[config.mk]
export PLATFORM = sky130hd
export DESIGN_NAME = pipeline_hazard_controller_flat
export DESIGN_NICKNAME = d
export VERILOG_FILES = /design/src/rtl/pipeline_hazard_controller_if.sv /design/src/rtl/pipeline_hazard_controller.sv /design/src/flat_wrapper.sv
export SDC_FILE = /design/constraint.sdc
export NUM_CORES = 1
export LEC_CHECK = 0
export ABC_AREA = 1
export CORE_MARGIN = 2
export CORE_UTILIZATION = 31
export DETAILED_ROUTE_END_ITERATION = 10
export GPL_TIMING_DRIVEN = 0
export SLEW_MARGIN = 40
export SYNTH_ARGS = -nofsm -noshare
export SYNTH_HDL_FRONTEND = slang
export SYNTH_SLANG_ARGS = --single-unit
[constraint.sdc]
create_clock -name clk -period 1.75 [get_ports clk]
set_input_delay 0.2625 -clock clk [delete_from_list [all_inputs] [get_ports clk]]
set_output_delay 0.2625 -clock clk [all_outputs]
set_load 0.1 [all_outputs]
[src/rtl/pipeline_hazard_controller_if.sv]
// Purpose: groups the hazard-controller decode inputs, control outputs and counters.
// Latency: none, signal bundle only.
// Backpressure: none, controller outputs are level signals sampled by the pipeline.
interface pipeline_hazard_controller_if #(
  parameter int CNT_W = 16
);
  logic [4:0]       ifid_rs;
  logic [4:0]       ifid_rt;
  logic             ifid_uses_rt;
  logic             idie_mem_read;
  logic [4:0]       idie_rt;
  logic             branch_taken;
  logic             dmem_busy;
  logic             cnt_clear;
  logic             pc_hold;
  logic             ifid_hold;
  logic             ifid_flush;
  logic             idex_bubble;
  logic             pipe_freeze;
  logic [CNT_W-1:0] stall_cnt;
  logic [CNT_W-1:0] flush_cnt;
  logic [CNT_W-1:0] freeze_cnt;

  // Pipeline side: supplies hazard information, consumes the stall/flush controls.
  modport master (
    output ifid_rs, ifid_rt, ifid_uses_rt, idie_mem_read, idie_rt,
           branch_taken, dmem_busy, cnt_clear,
    input  pc_hold, ifid_hold, ifid_flush, idex_bubble, pipe_freeze,
           stall_cnt, flush_cnt, freeze_cnt
  );

  // Controller side.
  modport slave (
    input  ifid_rs, ifid_rt, ifid_uses_rt, idie_mem_read, idie_rt,
           branch_taken, dmem_busy, cnt_clear,
    output pc_hold, ifid_hold, ifid_flush, idex_bubble, pipe_freeze,
           stall_cnt, flush_cnt, freeze_cnt
  );
endinterface

[src/rtl/pipeline_hazard_controller.sv]
// Purpose: ID-stage stall/flush/freeze sequencer for the 5-stage MIPS pipeline, with event counters.
// Latency: controls are combinational from inputs+state (same edge); state/counters update next edge.
// Backpressure: dmem_busy freezes the whole pipeline and pauses any pending load-use bubbles.
module pipeline_hazard_controller #(
  parameter int LOAD_STALL_CYCLES = 1,  // legal range 1..15, remain counter is 4 bits
  parameter int CNT_W             = 16
) (
  input logic                         clk,
  input logic                         reset,
  pipeline_hazard_controller_if.slave bus
);

  typedef enum logic {
    ST_RUN    = 1'b0,
    ST_LSTALL = 1'b1
  } state_t;

  // The hazard cycle itself is the first bubble, so LSTALL covers the rest.
  localparam logic [3:0]       LP_REMAIN_INIT = 4'(LOAD_STALL_CYCLES - 1);
  localparam bit               LP_MULTI       = (LOAD_STALL_CYCLES > 1);
  localparam logic [CNT_W-1:0] LP_CNT_MAX     = '1;
  localparam logic [CNT_W-1:0] LP_CNT_ONE     = {{(CNT_W-1){1'b0}}, 1'b1};

  state_t           r_state;
  state_t           w_state_nxt;
  logic [3:0]       r_remain;
  logic [3:0]       w_remain_nxt;
  logic             w_hz;
  logic             w_pc_hold;
  logic             w_ifid_hold;
  logic             w_ifid_flush;
  logic             w_idex_bubble;
  logic             w_pipe_freeze;
  logic             w_inc_stall;
  logic             w_inc_flush;
  logic             w_inc_freeze;
  logic [CNT_W-1:0] r_stall_cnt;
  logic [CNT_W-1:0] r_flush_cnt;
  logic [CNT_W-1:0] r_freeze_cnt;

  // Register $0 is hardwired, so a load into it never creates a dependency.
  assign w_hz = bus.idie_mem_read & (bus.idie_rt != 5'd0) &
                ((bus.idie_rt == bus.ifid_rs) |
                 (bus.ifid_uses_rt & (bus.idie_rt == bus.ifid_rt)));

  // State and remaining-bubble register.
  always_ff @(posedge clk or posedge reset) begin
    if (reset) begin
      r_state  <= ST_RUN;
      r_remain <= 4'd0;
    end else begin
      r_state  <= w_state_nxt;
      r_remain <= w_remain_nxt;
    end
  end

  // Priority decode: memory freeze, then branch flush, then pending bubbles, then new hazard.
  always_comb begin
    w_state_nxt   = r_state;
    w_remain_nxt  = r_remain;
    w_pc_hold     = 1'b0;
    w_ifid_hold   = 1'b0;
    w_ifid_flush  = 1'b0;
    w_idex_bubble = 1'b0;
    w_pipe_freeze = 1'b0;
    w_inc_stall   = 1'b0;
    w_inc_flush   = 1'b0;
    w_inc_freeze  = 1'b0;
    if (bus.dmem_busy) begin
      // Everything holds, including the bubble countdown.
      w_pipe_freeze = 1'b1;
      w_pc_hold     = 1'b1;
      w_ifid_hold   = 1'b1;
      w_inc_freeze  = 1'b1;
    end else if (bus.branch_taken) begin
      // The stalled instruction is on the wrong path, so pending bubbles are dropped.
      w_ifid_flush  = 1'b1;
      w_idex_bubble = 1'b1;
      w_inc_flush   = 1'b1;
      w_state_nxt   = ST_RUN;
      w_remain_nxt  = 4'd0;
    end else if (r_state == ST_LSTALL) begin
      w_pc_hold     = 1'b1;
      w_ifid_hold   = 1'b1;
      w_idex_bubble = 1'b1;
      w_inc_stall   = 1'b1;
      if (r_remain == 4'd1) begin
        w_state_nxt  = ST_RUN;
        w_remain_nxt = 4'd0;
      end else begin
        w_remain_nxt = r_remain - 4'd1;
      end
    end else if (w_hz) begin
      w_pc_hold     = 1'b1;
      w_ifid_hold   = 1'b1;
      w_idex_bubble = 1'b1;
      w_inc_stall   = 1'b1;
      if (LP_MULTI) begin
        w_state_nxt  = ST_LSTALL;
        w_remain_nxt = LP_REMAIN_INIT;
      end
    end
  end

  // Saturating event counters; clear overrides any increment in the same cycle.
  always_ff @(posedge clk or posedge reset) begin
    if (reset) begin
      r_stall_cnt  <= '0;
      r_flush_cnt  <= '0;
      r_freeze_cnt <= '0;
    end else if (bus.cnt_clear) begin
      r_stall_cnt  <= '0;
      r_flush_cnt  <= '0;
      r_freeze_cnt <= '0;
    end else begin
      if (w_inc_stall && (r_stall_cnt != LP_CNT_MAX)) begin
        r_stall_cnt <= r_stall_cnt + LP_CNT_ONE;
      end
      if (w_inc_flush && (r_flush_cnt != LP_CNT_MAX)) begin
        r_flush_cnt <= r_flush_cnt + LP_CNT_ONE;
      end
      if (w_inc_freeze && (r_freeze_cnt != LP_CNT_MAX)) begin
        r_freeze_cnt <= r_freeze_cnt + LP_CNT_ONE;
      end
    end
  end

  // Controls are forced low while reset is held so the pipeline sees no stale hold/flush.
  assign bus.pc_hold     = w_pc_hold     & ~reset;
  assign bus.ifid_hold   = w_ifid_hold   & ~reset;
  assign bus.ifid_flush  = w_ifid_flush  & ~reset;
  assign bus.idex_bubble = w_idex_bubble & ~reset;
  assign bus.pipe_freeze = w_pipe_freeze & ~reset;
  assign bus.stall_cnt   = r_stall_cnt;
  assign bus.flush_cnt   = r_flush_cnt;
  assign bus.freeze_cnt  = r_freeze_cnt;

endmodule

[src/flat_wrapper.sv]
// flat-port wrapper written by rule: the top's interface ports become plain ports
module pipeline_hazard_controller_flat 
#(
  parameter int LOAD_STALL_CYCLES = 1,                                                
  parameter int CNT_W             = 16
)
  (clk, reset, bus_ifid_rs, bus_ifid_rt, bus_ifid_uses_rt, bus_idie_mem_read, bus_idie_rt, bus_branch_taken, bus_dmem_busy, bus_cnt_clear, bus_pc_hold, bus_ifid_hold, bus_ifid_flush, bus_idex_bubble, bus_pipe_freeze, bus_stall_cnt, bus_flush_cnt, bus_freeze_cnt);
  pipeline_hazard_controller_if #(.CNT_W(CNT_W)) bus_i ();
  input logic clk;
  input logic reset;
  input wire logic [$bits(bus_i.ifid_rs)-1:0] bus_ifid_rs;
  input wire logic [$bits(bus_i.ifid_rt)-1:0] bus_ifid_rt;
  input wire logic [$bits(bus_i.ifid_uses_rt)-1:0] bus_ifid_uses_rt;
  input wire logic [$bits(bus_i.idie_mem_read)-1:0] bus_idie_mem_read;
  input wire logic [$bits(bus_i.idie_rt)-1:0] bus_idie_rt;
  input wire logic [$bits(bus_i.branch_taken)-1:0] bus_branch_taken;
  input wire logic [$bits(bus_i.dmem_busy)-1:0] bus_dmem_busy;
  input wire logic [$bits(bus_i.cnt_clear)-1:0] bus_cnt_clear;
  output wire logic [$bits(bus_i.pc_hold)-1:0] bus_pc_hold;
  output wire logic [$bits(bus_i.ifid_hold)-1:0] bus_ifid_hold;
  output wire logic [$bits(bus_i.ifid_flush)-1:0] bus_ifid_flush;
  output wire logic [$bits(bus_i.idex_bubble)-1:0] bus_idex_bubble;
  output wire logic [$bits(bus_i.pipe_freeze)-1:0] bus_pipe_freeze;
  output wire logic [$bits(bus_i.stall_cnt)-1:0] bus_stall_cnt;
  output wire logic [$bits(bus_i.flush_cnt)-1:0] bus_flush_cnt;
  output wire logic [$bits(bus_i.freeze_cnt)-1:0] bus_freeze_cnt;
  assign bus_i.ifid_rs = bus_ifid_rs;
  assign bus_i.ifid_rt = bus_ifid_rt;
  assign bus_i.ifid_uses_rt = bus_ifid_uses_rt;
  assign bus_i.idie_mem_read = bus_idie_mem_read;
  assign bus_i.idie_rt = bus_idie_rt;
  assign bus_i.branch_taken = bus_branch_taken;
  assign bus_i.dmem_busy = bus_dmem_busy;
  assign bus_i.cnt_clear = bus_cnt_clear;
  assign bus_pc_hold = bus_i.pc_hold;
  assign bus_ifid_hold = bus_i.ifid_hold;
  assign bus_ifid_flush = bus_i.ifid_flush;
  assign bus_idex_bubble = bus_i.idex_bubble;
  assign bus_pipe_freeze = bus_i.pipe_freeze;
  assign bus_stall_cnt = bus_i.stall_cnt;
  assign bus_flush_cnt = bus_i.flush_cnt;
  assign bus_freeze_cnt = bus_i.freeze_cnt;
  pipeline_hazard_controller #(.LOAD_STALL_CYCLES(LOAD_STALL_CYCLES), .CNT_W(CNT_W)) u_core (.clk(clk), .reset(reset), .bus(bus_i));
endmodule
# == Word level (Yosys, flattened, before mapping) ==
# Index checks and enable logic that the tools add are counted.
# op_classes
addsub,4
n_mux,22
reduce_logical,9
eq_ne,6
bitwise,10
# ops
op,n
$mux W16,6
$add A16 B1 Y16 const B,3
$ne A16 B16 Y1 const B,3
$mux W1,13
$mux W4,3
$eq A5 B5 Y1,2
$reduce_bool A2 Y1,4
$and A1 B1 Y1,7
$reduce_bool A5 Y1,1
$eq A4 B1 Y1 const B,1
$sub A4 B1 Y4 const B,1
$logic_and A1 B1 Y1,3
$not A1 Y1,2
$reduce_and A2 Y1,1
$or A1 B1 Y1,1
# word_totals
elab_cells,56
regBits,53
inputBits,22
out_inout_bits,53

# == Longest topological paths before layout ==
# Gate-level depths: netlist of run 1.
# logic_depth
ltp_word,11
depth_mapped,13
ltp_nobuf,12

# == Least setup slack after synthesis of run 1 ==
# No wires, ideal clock.
# synth_path
kind,input to output
startpoint,in bus_idie_rt[3]
endpoint,out bus_pc_hold
required_ps,1487
slack_ps,-1321
path_buffers,1
path_stages,11
arrival_time_ps,2808
cell_sequence,inv_1 > nand2_1 > nand2_1 > nor2_1 > nand3_1 > nand2_1 > nand2_1 > nand2_2 > nand2_1 > a21oi_1 > buf_4
# synth_via
elab_chain_cells,9
word_cells_on_any_way,12
classes_between,2 x eq/ne; 4 x mux; 5 x bitwise; 1 x reduce/logical
# synth_rtl
item,line_no,rtl
"start, declared",flat_wrapper.sv:15,input wire logic [$bits(bus_i.idie_rt)-1:0] bus_idie_rt;
$eq A5 B5 Y1,pipeline_hazard_controller.sv:44,(bus.ifid_uses_rt & (bus.idie_rt == bus.ifid_rt)));
$and A1 B1 Y1,pipeline_hazard_controller.sv:44,
$or A1 B1 Y1,pipeline_hazard_controller.sv:43,((bus.idie_rt == bus.ifid_rs) |
$and A1 B1 Y1 *,pipeline_hazard_controller.sv:42,assign w_hz = bus.idie_mem_read & (bus.idie_rt != 5'd0) &
$mux W1 * (4 in series),n/a,
$and A1 B1 Y1 *,n/a,
"end, declared",flat_wrapper.sv:19,output wire logic [$bits(bus_i.pc_hold)-1:0] bus_pc_hold;
# Every way passes the cells marked *; elsewhere a longest branch is shown, timed or not.

# == Worst setup path after layout of run 1 ==
# layout_path
startpoint,"reg u_core.r_stall_cnt[0], in the netlist u_core.bus.stall_cnt[0]"
endpoint,"reg u_core.r_stall_cnt[2], in the netlist u_core.bus.stall_cnt[2]"
# layout_via
elab_chain_cells,3
word_cells_on_any_way,6
classes_between,1 x add/sub; 1 x eq/ne; 2 x mux; 2 x reduce/logical
# layout_rtl
item,line_no,rtl
"start, declared",pipeline_hazard_controller.sv:37,logic [CNT_W-1:0] r_stall_cnt;
"start signal, assigned",pipeline_hazard_controller.sv:117,r_stall_cnt <= r_stall_cnt + LP_CNT_ONE;
$add A16 B1 Y16 / $ne A16 B16 Y1 (equally long branches),"pipeline_hazard_controller.sv:117, pipeline_hazard_controller.sv:116",
$mux W16 / $logic_and A1 B1 Y1 (equally long branches),pipeline_hazard_controller.sv:116,if (w_inc_stall && (r_stall_cnt != LP_CNT_MAX)) begin
$mux W16 / $reduce_bool A2 Y1 (equally long branches),n/a,
# Parallel ways exist; a longest one is shown, timed or not. The select of a mux whose other input is x is not followed.
# A chain may end at the register's enable or synchronous reset.

==> metrics.txt, run 1 <==
# TYPE chip_impl_metric gauge
chip_impl_metric{name="globalRouteOverflowTotal",unit=""} 0
chip_impl_metric{name="yosysSeqAreaShare",unit=""} 0.403
chip_impl_metric{name="power.internal",unit="W"} 0.00195
chip_impl_metric{name="fin_crit",unit="ns"} 1.74
chip_impl_metric{name="fp.dieH",unit="um"} 107
chip_impl_metric{name="hold_viol",unit=""} 0
chip_impl_metric{name="final_core_util",unit=""} 0.443
chip_impl_info{name="yosys-top-cells-area",value="sky130_fd_sc_hd__dfrtp_1 (40%), sky130_fd_sc_hd__nand2_1 (14%), sky130_fd_sc_hd__nor2_1 (7.0%)"} 1
chip_impl_metric{name="num_vias",unit=""} 3350
chip_impl_metric{name="chipWidth",unit="um"} 107
chip_impl_metric{name="grt_pass1_wl",unit="mm"} 14.7
chip_impl_metric{name="rows",unit=""} 37
chip_impl_metric{name="drt_iter0_markers",unit=""} 119
chip_impl_metric{name="ir_drop",unit="uV"} 315
chip_impl_metric{name="sw_frac_of_total",unit=""} 0.308
chip_impl_metric{name="timing_worst_slew_pin_value",unit="ns"} 0.538
chip_impl_metric{name="post-route-worst-setup-slack",unit="ns"} 0.0143
chip_impl_metric{name="cap_viol_max_count",unit=""} 0
chip_impl_info{name="outcome",value="finished, final reports clean"} 1
chip_impl_metric{name="synthToLayoutAreaGrowth",unit="%"} 38.9
chip_impl_metric{name="achievable-frequency",unit="MHz"} 576
chip_impl_metric{name="period_share",unit=""} 0.992
chip_impl_metric{name="finalNonFillerCells",unit=""} 701
chip_impl_metric{name="synth_top_area_share",unit=""} 0.403
chip_impl_metric{name="antennaDiodeCount",unit=""} 0
chip_impl_metric{name="final_net_count",unit=""} 591
chip_impl_metric{name="floorplan.initialDensity",unit=""} 0.319
chip_impl_metric{name="placement.setup.worst_slack",unit="ns"} -0.791
chip_impl_info{name="worst_hold_path_type",value="input port to async pin"} 1
chip_impl_metric{name="hpwl_after_dpl",unit="mm"} 6.47
chip_impl_metric{name="grt_util_all_layers",unit=""} 0.157
chip_impl_info{name="rsz0062_at_grt",value="yes"} 1
chip_impl_metric{name="drt_pass1_iterations",unit=""} 4
chip_impl_metric{name="timing.clock.skew",unit="ns"} 0.0151
chip_impl_metric{name="gpl.final_weighted_congestion",unit=""} 0.823
chip_impl_info{name="worstReg2RegStart",value="u_core.bus.stall_cnt[0]"} 1
chip_impl_metric{name="power.sequential.fraction",unit=""} 0.469
chip_impl_metric{name="cp_max_fo",unit=""} 5
chip_impl_metric{name="num_cts_buffers",unit=""} 5
chip_impl_info{name="crit_path_start_kind",value="register"} 1
chip_impl_metric{name="cp.required",unit="ns"} 1.95
chip_impl_info{name="cts_root_buffer",value="sky130_fd_sc_hd__clkbuf_8"} 1
chip_impl_metric{name="grt_max_degree",unit=""} 23
chip_impl_metric{name="power.total",unit="W"} 0.00282
chip_impl_metric{name="ys_warn_count",unit=""} 0
chip_impl_metric{name="ys_seq_elements",unit=""} 53
chip_impl_metric{name="die-area",unit="mm2"} 0.0115
chip_impl_info{name="synthDominantAreaCellType",value="sky130_fd_sc_hd__dfrtp_1"} 1
chip_impl_metric{name="share_comb_of_total_power",unit=""} 0.220
chip_impl_metric{name="synth_enable_flop_cells",unit=""} 0
chip_impl_metric{name="drt-wirelength-per-cell",unit="um"} 12.5
chip_impl_metric{name="clock_path_buffers",unit=""} 2
chip_impl_info{name="synth.top_cells.by_count",value="sky130_fd_sc_hd__nand2_1 (121), sky130_fd_sc_hd__nor2_1 (61), sky130_fd_sc_hd__inv_1 (57)"} 1
chip_impl_metric{name="postRouteAntennaNets",unit=""} 0
chip_impl_metric{name="drive_gt1_frac",unit=""} 0.342
chip_impl_metric{name="drt_wl_total",unit="mm"} 8.79
chip_impl_info{name="timing.critical_path.from",value="u_core.bus.stall_cnt[0]"} 1
chip_impl_metric{name="h-tree-depth",unit=""} 2
chip_impl_metric{name="grt_pass1_vias",unit=""} 3204
chip_impl_info{name="synth-main-ff-cell",value="sky130_fd_sc_hd__dfrtp_1"} 1
chip_impl_metric{name="arrival_time_of_the_worst_setup_path",unit="ns"} 1.93
chip_impl_metric{name="synthesis.instances",unit=""} 463
chip_impl_info{name="setup.worst_path.end_class",value="register"} 1
chip_impl_metric{name="boundaryPins",unit=""} 75
chip_impl_metric{name="p_sw",unit="W"} 0.000868
chip_impl_info{name="critPathKind",value="register to register"} 1
chip_impl_metric{name="clock_transition_time_at_the_flip_flop_clock_pins_of_the_worst_setup_and_hold_paths",unit="ns"} 0.11
chip_impl_metric{name="powerDensity",unit="mW/mm2"} 616
chip_impl_metric{name="fin_setup_tns",unit="ns"} 0
chip_impl_info{name="clock_tree_from_tritoncts",value="built"} 1
chip_impl_metric{name="max-slew-margin-rel",unit=""} 0.642
chip_impl_metric{name="drt_drc_violations_left",unit=""} 0
chip_impl_metric{name="total_leakage_power",unit="nW"} 2.12
chip_impl_metric{name="count_of_fill_cells_added_during_filler_insertion",unit=""} 1032
chip_impl_metric{name="clk_latency",unit="ns"} 0.31
chip_impl_info{name="yosys.cell_count.top_type",value="sky130_fd_sc_hd__nand2_1"} 1
chip_impl_metric{name="core_area",unit="mm2"} 0.0103
chip_impl_metric{name="syn_nets",unit=""} 490
chip_impl_metric{name="port_buffers",unit=""} 73
chip_impl_metric{name="clock_power_share",unit=""} 0.311
chip_impl_metric{name="tritoncts_num_sinks",unit=""} 53
chip_impl_metric{name="place.detailed.instances",unit=""} 674
chip_impl_metric{name="slew_violations",unit=""} 0
chip_impl_metric{name="post_cts_hold_buffer_count",unit=""} 0
chip_impl_metric{name="drt-vias-per-instance",unit=""} 4.78
chip_impl_metric{name="syn_area_per_cell",unit="um2"} 7.11
chip_impl_metric{name="netlist_area",unit="mm2"} 0.00329
chip_impl_metric{name="postSynth.asyncResetShare",unit=""} 1.00
chip_impl_metric{name="final-setup-viol-count",unit=""} 0
chip_impl_metric{name="r2r_slack",unit="ns"} 0.01
chip_impl_metric{name="synth_cell_types",unit=""} 35
chip_impl_metric{name="initial_antenna_violation_count",unit=""} 0
## sequential cells by signal, summed over array words and instances (netlist names)
name,count
u_core.bus.flush_cnt,16
u_core.bus.stall_cnt,16
u_core.bus.freeze_cnt,16
u_core.r_state,1
u_core.r_remain,4
## timing repair
| action | 4_1_cts | 5_1_grt |
|---|---|---|
| resized for setup | 58 | 61 |
| setup endpoints to repair | 18 | 44 |
| setup buffers | 10 | 8 |
| pin swaps | 15 | 29 |
| gates cloned | 1 | 1 |
## per-layer routing
layer | vias to the layer above | GRT usage | wire length [um]
met5 | - | 0 | 0
met4 | 0 | 0.0334 | 75
met3 | 6 | 0.0340 | 549
met2 | 77 | 0.261 | 4140
met1 | 1565 | 0.210 | 4030
li1 | 1702 | - | -
## area by class of cell
type | instances | area, um2 | area share
buffer | 12 | 95.1 | 0.0208
clock inverter | 1 | 30.0 | 0.00656
sequential | 53 | 1410 | 0.307
clock buffer | 7 | 86.3 | 0.0189
multi-input combinational | 339 | 1850 | 0.403
tap | 136 | 170 | 0.0372
timing repair buffer | 94 | 706 | 0.154
inverter | 59 | 238 | 0.0520
## cell families after synthesis
| logic type | after synthesis | share of synthesized area |
|---|---|---|
| compound gates | 56 | 0.0969 |
| buf+inv | 71 | 0.0878 |
| xor+xnor | 17 | 0.0452 |
| fa+ha+maj | 5 | 0.0190 |
| simple gates | 261 | 0.348 |
| flops | 53 | 0.403 |
## critical path, stage by stage (launching register included)
cell and delay [ns]:
sky130_fd_sc_hd__dfrtp_4 0.47, sky130_fd_sc_hd__ha_4 0.15, sky130_fd_sc_hd__nand2_4 0.06, sky130_fd_sc_hd__nor2_4 0.14
sky130_fd_sc_hd__nand4_4 0.11, sky130_fd_sc_hd__nor2_4 0.12, sky130_fd_sc_hd__a21oi_2 0.08, sky130_fd_sc_hd__nand3_4 0.15
sky130_fd_sc_hd__nand2_4 0.10, sky130_fd_sc_hd__buf_6 0.15, sky130_fd_sc_hd__nand2_1 0.05, sky130_fd_sc_hd__nand2_1 0.04
## per-stage QoR
step,cell area [um2],hold slack [ns]
after floorplan,3480,0.327
final,4580,0.105
after global routing,4580,0.117
after global placement,4380,0.470
after CTS,4380,0.471
after detailed placement,4160,0.469
## layout by cell type, fill, tap and decap left out, drive strengths merged
cell / Yosys / final
clkdlybuf4s15: 0 / 1
a21oi: 17 / 17
bufinv: 0 / 1
nand3: 39 / 39
a31oi: 6 / 6
o22ai: 1 / 1
o211ai: 1 / 1
nor3b: 2 / 2
ha: 5 / 5
dlygate4sd2: 0 / 2
nand4: 7 / 7
xnor2: 4 / 4
o21ai: 22 / 22
nand2: 125 / 125
inv: 59 / 58
nor3: 21 / 21
o31ai: 6 / 6
clkinvlp: 0 / 1
xor2: 13 / 13
a311oi: 1 / 1
dfrtp: 53 / 53
and3: 1 / 1
clkbuf: 6 / 18
nor4: 1 / 1
buf: 6 / 89
a211oi: 1 / 1
o21bai: 1 / 1
dlymetal6s2s: 0 / 3
nor2: 65 / 65
## power by group through the flow
stage | clock, W | combinational [W] | sequential, W
after floorplan | 0 | 0.000291 | 0.00146
after global placement | 0 | 0.000569 | 0.00135
after detailed placement | 0 | 0.000571 | 0.00135
after CTS | 0.000909 | 0.000589 | 0.00132
after global routing | 0.000957 | 0.000680 | 0.00133
final | 0.000878 | 0.000620 | 0.00132
## worst paths after layout
kind / end / cells past startpoint
max in group asynchronous: u_core.bus.freeze_cnt[8] / 5
worst max-delay path: u_core.bus.stall_cnt[2] / 11
worst max register to register: u_core.bus.stall_cnt[2] / 11
worst min register to register: u_core.r_remain[1] / 2
min in group clk: u_core.r_remain[1] / 2
worst min-delay path: u_core.bus.stall_cnt[14] / 3
No activity file was read; power rests on OpenSTA's default activity.
==> run 2: changes to the inputs <==
Settings changed: MAX_ROUTING_LAYER set to met4.
==> run 2 against run 1 <==
Against the previous run: clock power hardly changed; maximum frequency decreased by 0.11%; critical path type unchanged; count of clock-buffer cells in the layout is the same.
==> metrics.txt, run 2 (synthesis results as in run 1) <==
# TYPE chip_impl_metric gauge
chip_impl_metric{name="tritoncts_num_sinks",unit=""} 53
chip_impl_metric{name="final-setup-viol-count",unit=""} 0
chip_impl_metric{name="post_detailed_placement_cell_area",unit="mm2"} 0.00416
chip_impl_metric{name="met2_length",unit="mm"} 4.20
chip_impl_metric{name="grt_max_degree",unit=""} 23
chip_impl_metric{name="drt_wl_total",unit="mm"} 8.83
chip_impl_metric{name="num_cts_buffers",unit=""} 5
chip_impl_info{name="critPathKind",value="register to register"} 1
chip_impl_metric{name="clock_path_buffers",unit=""} 2
chip_impl_metric{name="ir_drop",unit="uV"} 315
chip_impl_metric{name="postRouteAntennaNets",unit=""} 0
chip_impl_metric{name="boundaryPins",unit=""} 75
chip_impl_info{name="final_cell_mix",value="sky130_fd_sc_hd__nand2_1 (111), sky130_fd_sc_hd__nor2_1 (54), sky130_fd_sc_hd__inv_1 (50)"} 1
chip_impl_metric{name="hpwl_after_dpl",unit="mm"} 6.47
chip_impl_metric{name="grt_pass1_wl",unit="mm"} 14.7
chip_impl_metric{name="gpl.final_weighted_congestion",unit=""} 0.835
chip_impl_info{name="rsz0062_at_grt",value="yes"} 1
chip_impl_metric{name="placement.setup.worst_slack",unit="ns"} -0.791
chip_impl_metric{name="finalNonFillerCells",unit=""} 701
chip_impl_metric{name="core_area",unit="mm2"} 0.0103
chip_impl_metric{name="final_net_count",unit=""} 591
chip_impl_metric{name="initial_antenna_violation_count",unit=""} 0
chip_impl_metric{name="post-route-worst-setup-slack",unit="ns"} 0.0124
chip_impl_metric{name="port_buffers",unit=""} 73
chip_impl_metric{name="grt_pass1_vias",unit=""} 3207
chip_impl_metric{name="drive_gt1_frac",unit=""} 0.342
chip_impl_info{name="layout_commonest_cell",value="sky130_fd_sc_hd__nand2_1"} 1
chip_impl_metric{name="timing.critical_path.slowest_cell_delay",unit="ns"} 0.47
chip_impl_metric{name="die-area",unit="mm2"} 0.0115
chip_impl_metric{name="globalRouteOverflowTotal",unit=""} 0
chip_impl_info{name="clock_tree_from_tritoncts",value="built"} 1
chip_impl_metric{name="max-slew-margin-rel",unit=""} 0.637
chip_impl_metric{name="powerDensity",unit="mW/mm2"} 616
chip_impl_info{name="timing.critical_path.max_delay_family",value="simple AND/OR/NAND/NOR gates"} 1
chip_impl_metric{name="fin_setup_tns",unit="ns"} 0
chip_impl_metric{name="period_share",unit=""} 0.993
chip_impl_metric{name="route.met3.wl",unit="um"} 501
chip_impl_metric{name="fp.dieH",unit="um"} 107
chip_impl_info{name="worst_hold_path_type",value="input port to async pin"} 1
chip_impl_info{name="crit_path_start_kind",value="register"} 1
chip_impl_metric{name="clk_latency",unit="ns"} 0.31
chip_impl_metric{name="rows",unit=""} 37
chip_impl_metric{name="grt_util_all_layers",unit=""} 0.162
chip_impl_metric{name="timing.clock.skew",unit="ns"} 0.0146
chip_impl_metric{name="drt_iter0_markers",unit=""} 133
chip_impl_metric{name="hold_viol",unit=""} 0
chip_impl_metric{name="synthToLayoutAreaGrowth",unit="%"} 38.9
chip_impl_metric{name="num_vias",unit=""} 3361
chip_impl_info{name="setup.worst_path.end_class",value="register"} 1
chip_impl_metric{name="antennaDiodeCount",unit=""} 0
chip_impl_metric{name="drt_pass1_iterations",unit=""} 6
chip_impl_metric{name="total_leakage_power",unit="nW"} 2.12
chip_impl_info{name="outcome",value="finished, final reports clean"} 1
chip_impl_metric{name="slew_violations",unit=""} 0
chip_impl_info{name="highest_layer",value="met4"} 1
chip_impl_metric{name="final_cell_area",unit="mm2"} 0.00458
chip_impl_metric{name="drt-vias-per-instance",unit=""} 4.79
chip_impl_metric{name="arrival_time_of_the_worst_setup_path",unit="ns"} 1.93
chip_impl_metric{name="drt-wirelength-per-cell",unit="um"} 12.6
chip_impl_metric{name="fin_crit",unit="ns"} 1.74
chip_impl_metric{name="place.detailed.instances",unit=""} 674
chip_impl_metric{name="cap_viol_max_count",unit=""} 0
chip_impl_info{name="crit_path_top_delay_cell",value="sky130_fd_sc_hd__dfrtp_4"} 1
chip_impl_metric{name="h-tree-depth",unit=""} 2
chip_impl_metric{name="m1WireLength",unit="mm"} 4.07
chip_impl_metric{name="cp.required",unit="ns"} 1.95
chip_impl_metric{name="achievable-frequency",unit="MHz"} 575
chip_impl_metric{name="floorplan.initialDensity",unit=""} 0.319
chip_impl_metric{name="clock_transition_time_at_the_flip_flop_clock_pins_of_the_worst_setup_and_hold_paths",unit="ns"} 0.11
chip_impl_metric{name="drt_drc_violations_left",unit=""} 0
chip_impl_info{name="cts_root_buffer",value="sky130_fd_sc_hd__clkbuf_8"} 1
chip_impl_metric{name="critPathBufInv",unit=""} 1
chip_impl_metric{name="chipWidth",unit="um"} 107
chip_impl_metric{name="cp_max_fo",unit=""} 5
chip_impl_metric{name="timing_worst_slew_pin_value",unit="ns"} 0.544
chip_impl_metric{name="final_core_util",unit=""} 0.443
chip_impl_info{name="timing.critical_path.cells",value="ha_4 > nand2_4 > nor2_4 > nand4_4 > nor2_4 > a21oi_2 > nand3_4 > nand2_4 > buf_6 > nand2_1 > nand2_1"} 1
==> run 2: cell counts in the layout (fill, tap and decap cells not counted) <==
No cell type changed its count.
==> run 2: metal layers <==
layer	GRT usage	vias to the layer above
met1	0.212	1560
met3	0.0304	5
met4	0.0334	0
met5	-	-
met2	0.262	97
li1	-	1699
==> run 2: path summary, 6_finish.rpt <==
path,startpoint,to,slack (ns),cells after the start
setup / recovery,u_core.bus.stall_cnt[0],u_core.bus.stall_cnt[2],0.01,11
hold / removal,reset,u_core.bus.stall_cnt[14],0.11,3
setup reg to reg,u_core.bus.stall_cnt[0],u_core.bus.stall_cnt[2],0.01,11
hold reg to reg,u_core.r_remain[1],u_core.r_remain[1],0.49,2
max in group asynchronous,reset,u_core.bus.freeze_cnt[8],1.06,5
min in group clk,bus_branch_taken,u_core.r_remain[1],0.30,2
==> run 2: layout make-up <==
cell class / instances / area, um2
repair buffers: 94 / 706
multi-input cells: 339 / 1850
clock buffers: 7 / 86.3
plain buffers: 12 / 95.1
inverters: 59 / 238
well taps: 136 / 170
flip-flops and latches: 53 / 1410
fillers: 1032 / 5750
clock inverters: 1 / 30.0
==> run 2: power breakdown <==
| part | total, W | leakage, nW | switching (W) | internal, W |
|---|---|---|---|---|
| logic | 0.000620 | 1.41 | 0.000415 | 0.000205 |
| clock network | 0.000877 | 0.0585 | 0.000409 | 0.000467 |
| registers | 0.00132 | 0.653 | 0.0000430 | 0.00128 |
==> run 2: what timing repair did <==
item,CTS,global route
gates resized for setup,58,61
hold buffers,0,0
endpoints found under the setup margin,18,44
hold endpoints to repair,0,0
gates cloned,1,1
setup buffers,10,8
pin swaps,15,29
==> run 2: worst min-delay path, delay by kind of cell <==
family	cells	cell delay [ns]
buffers and inverters	3	0.53
==> run 2: stage by stage <==
stage	power, W	hold slack, ns
detailed placement	0.00192	0.469
global route	0.00297	0.117
finish	0.00282	0.107
CTS	0.00282	0.471
floorplan	0.00175	0.327
global placement	0.00191	0.470
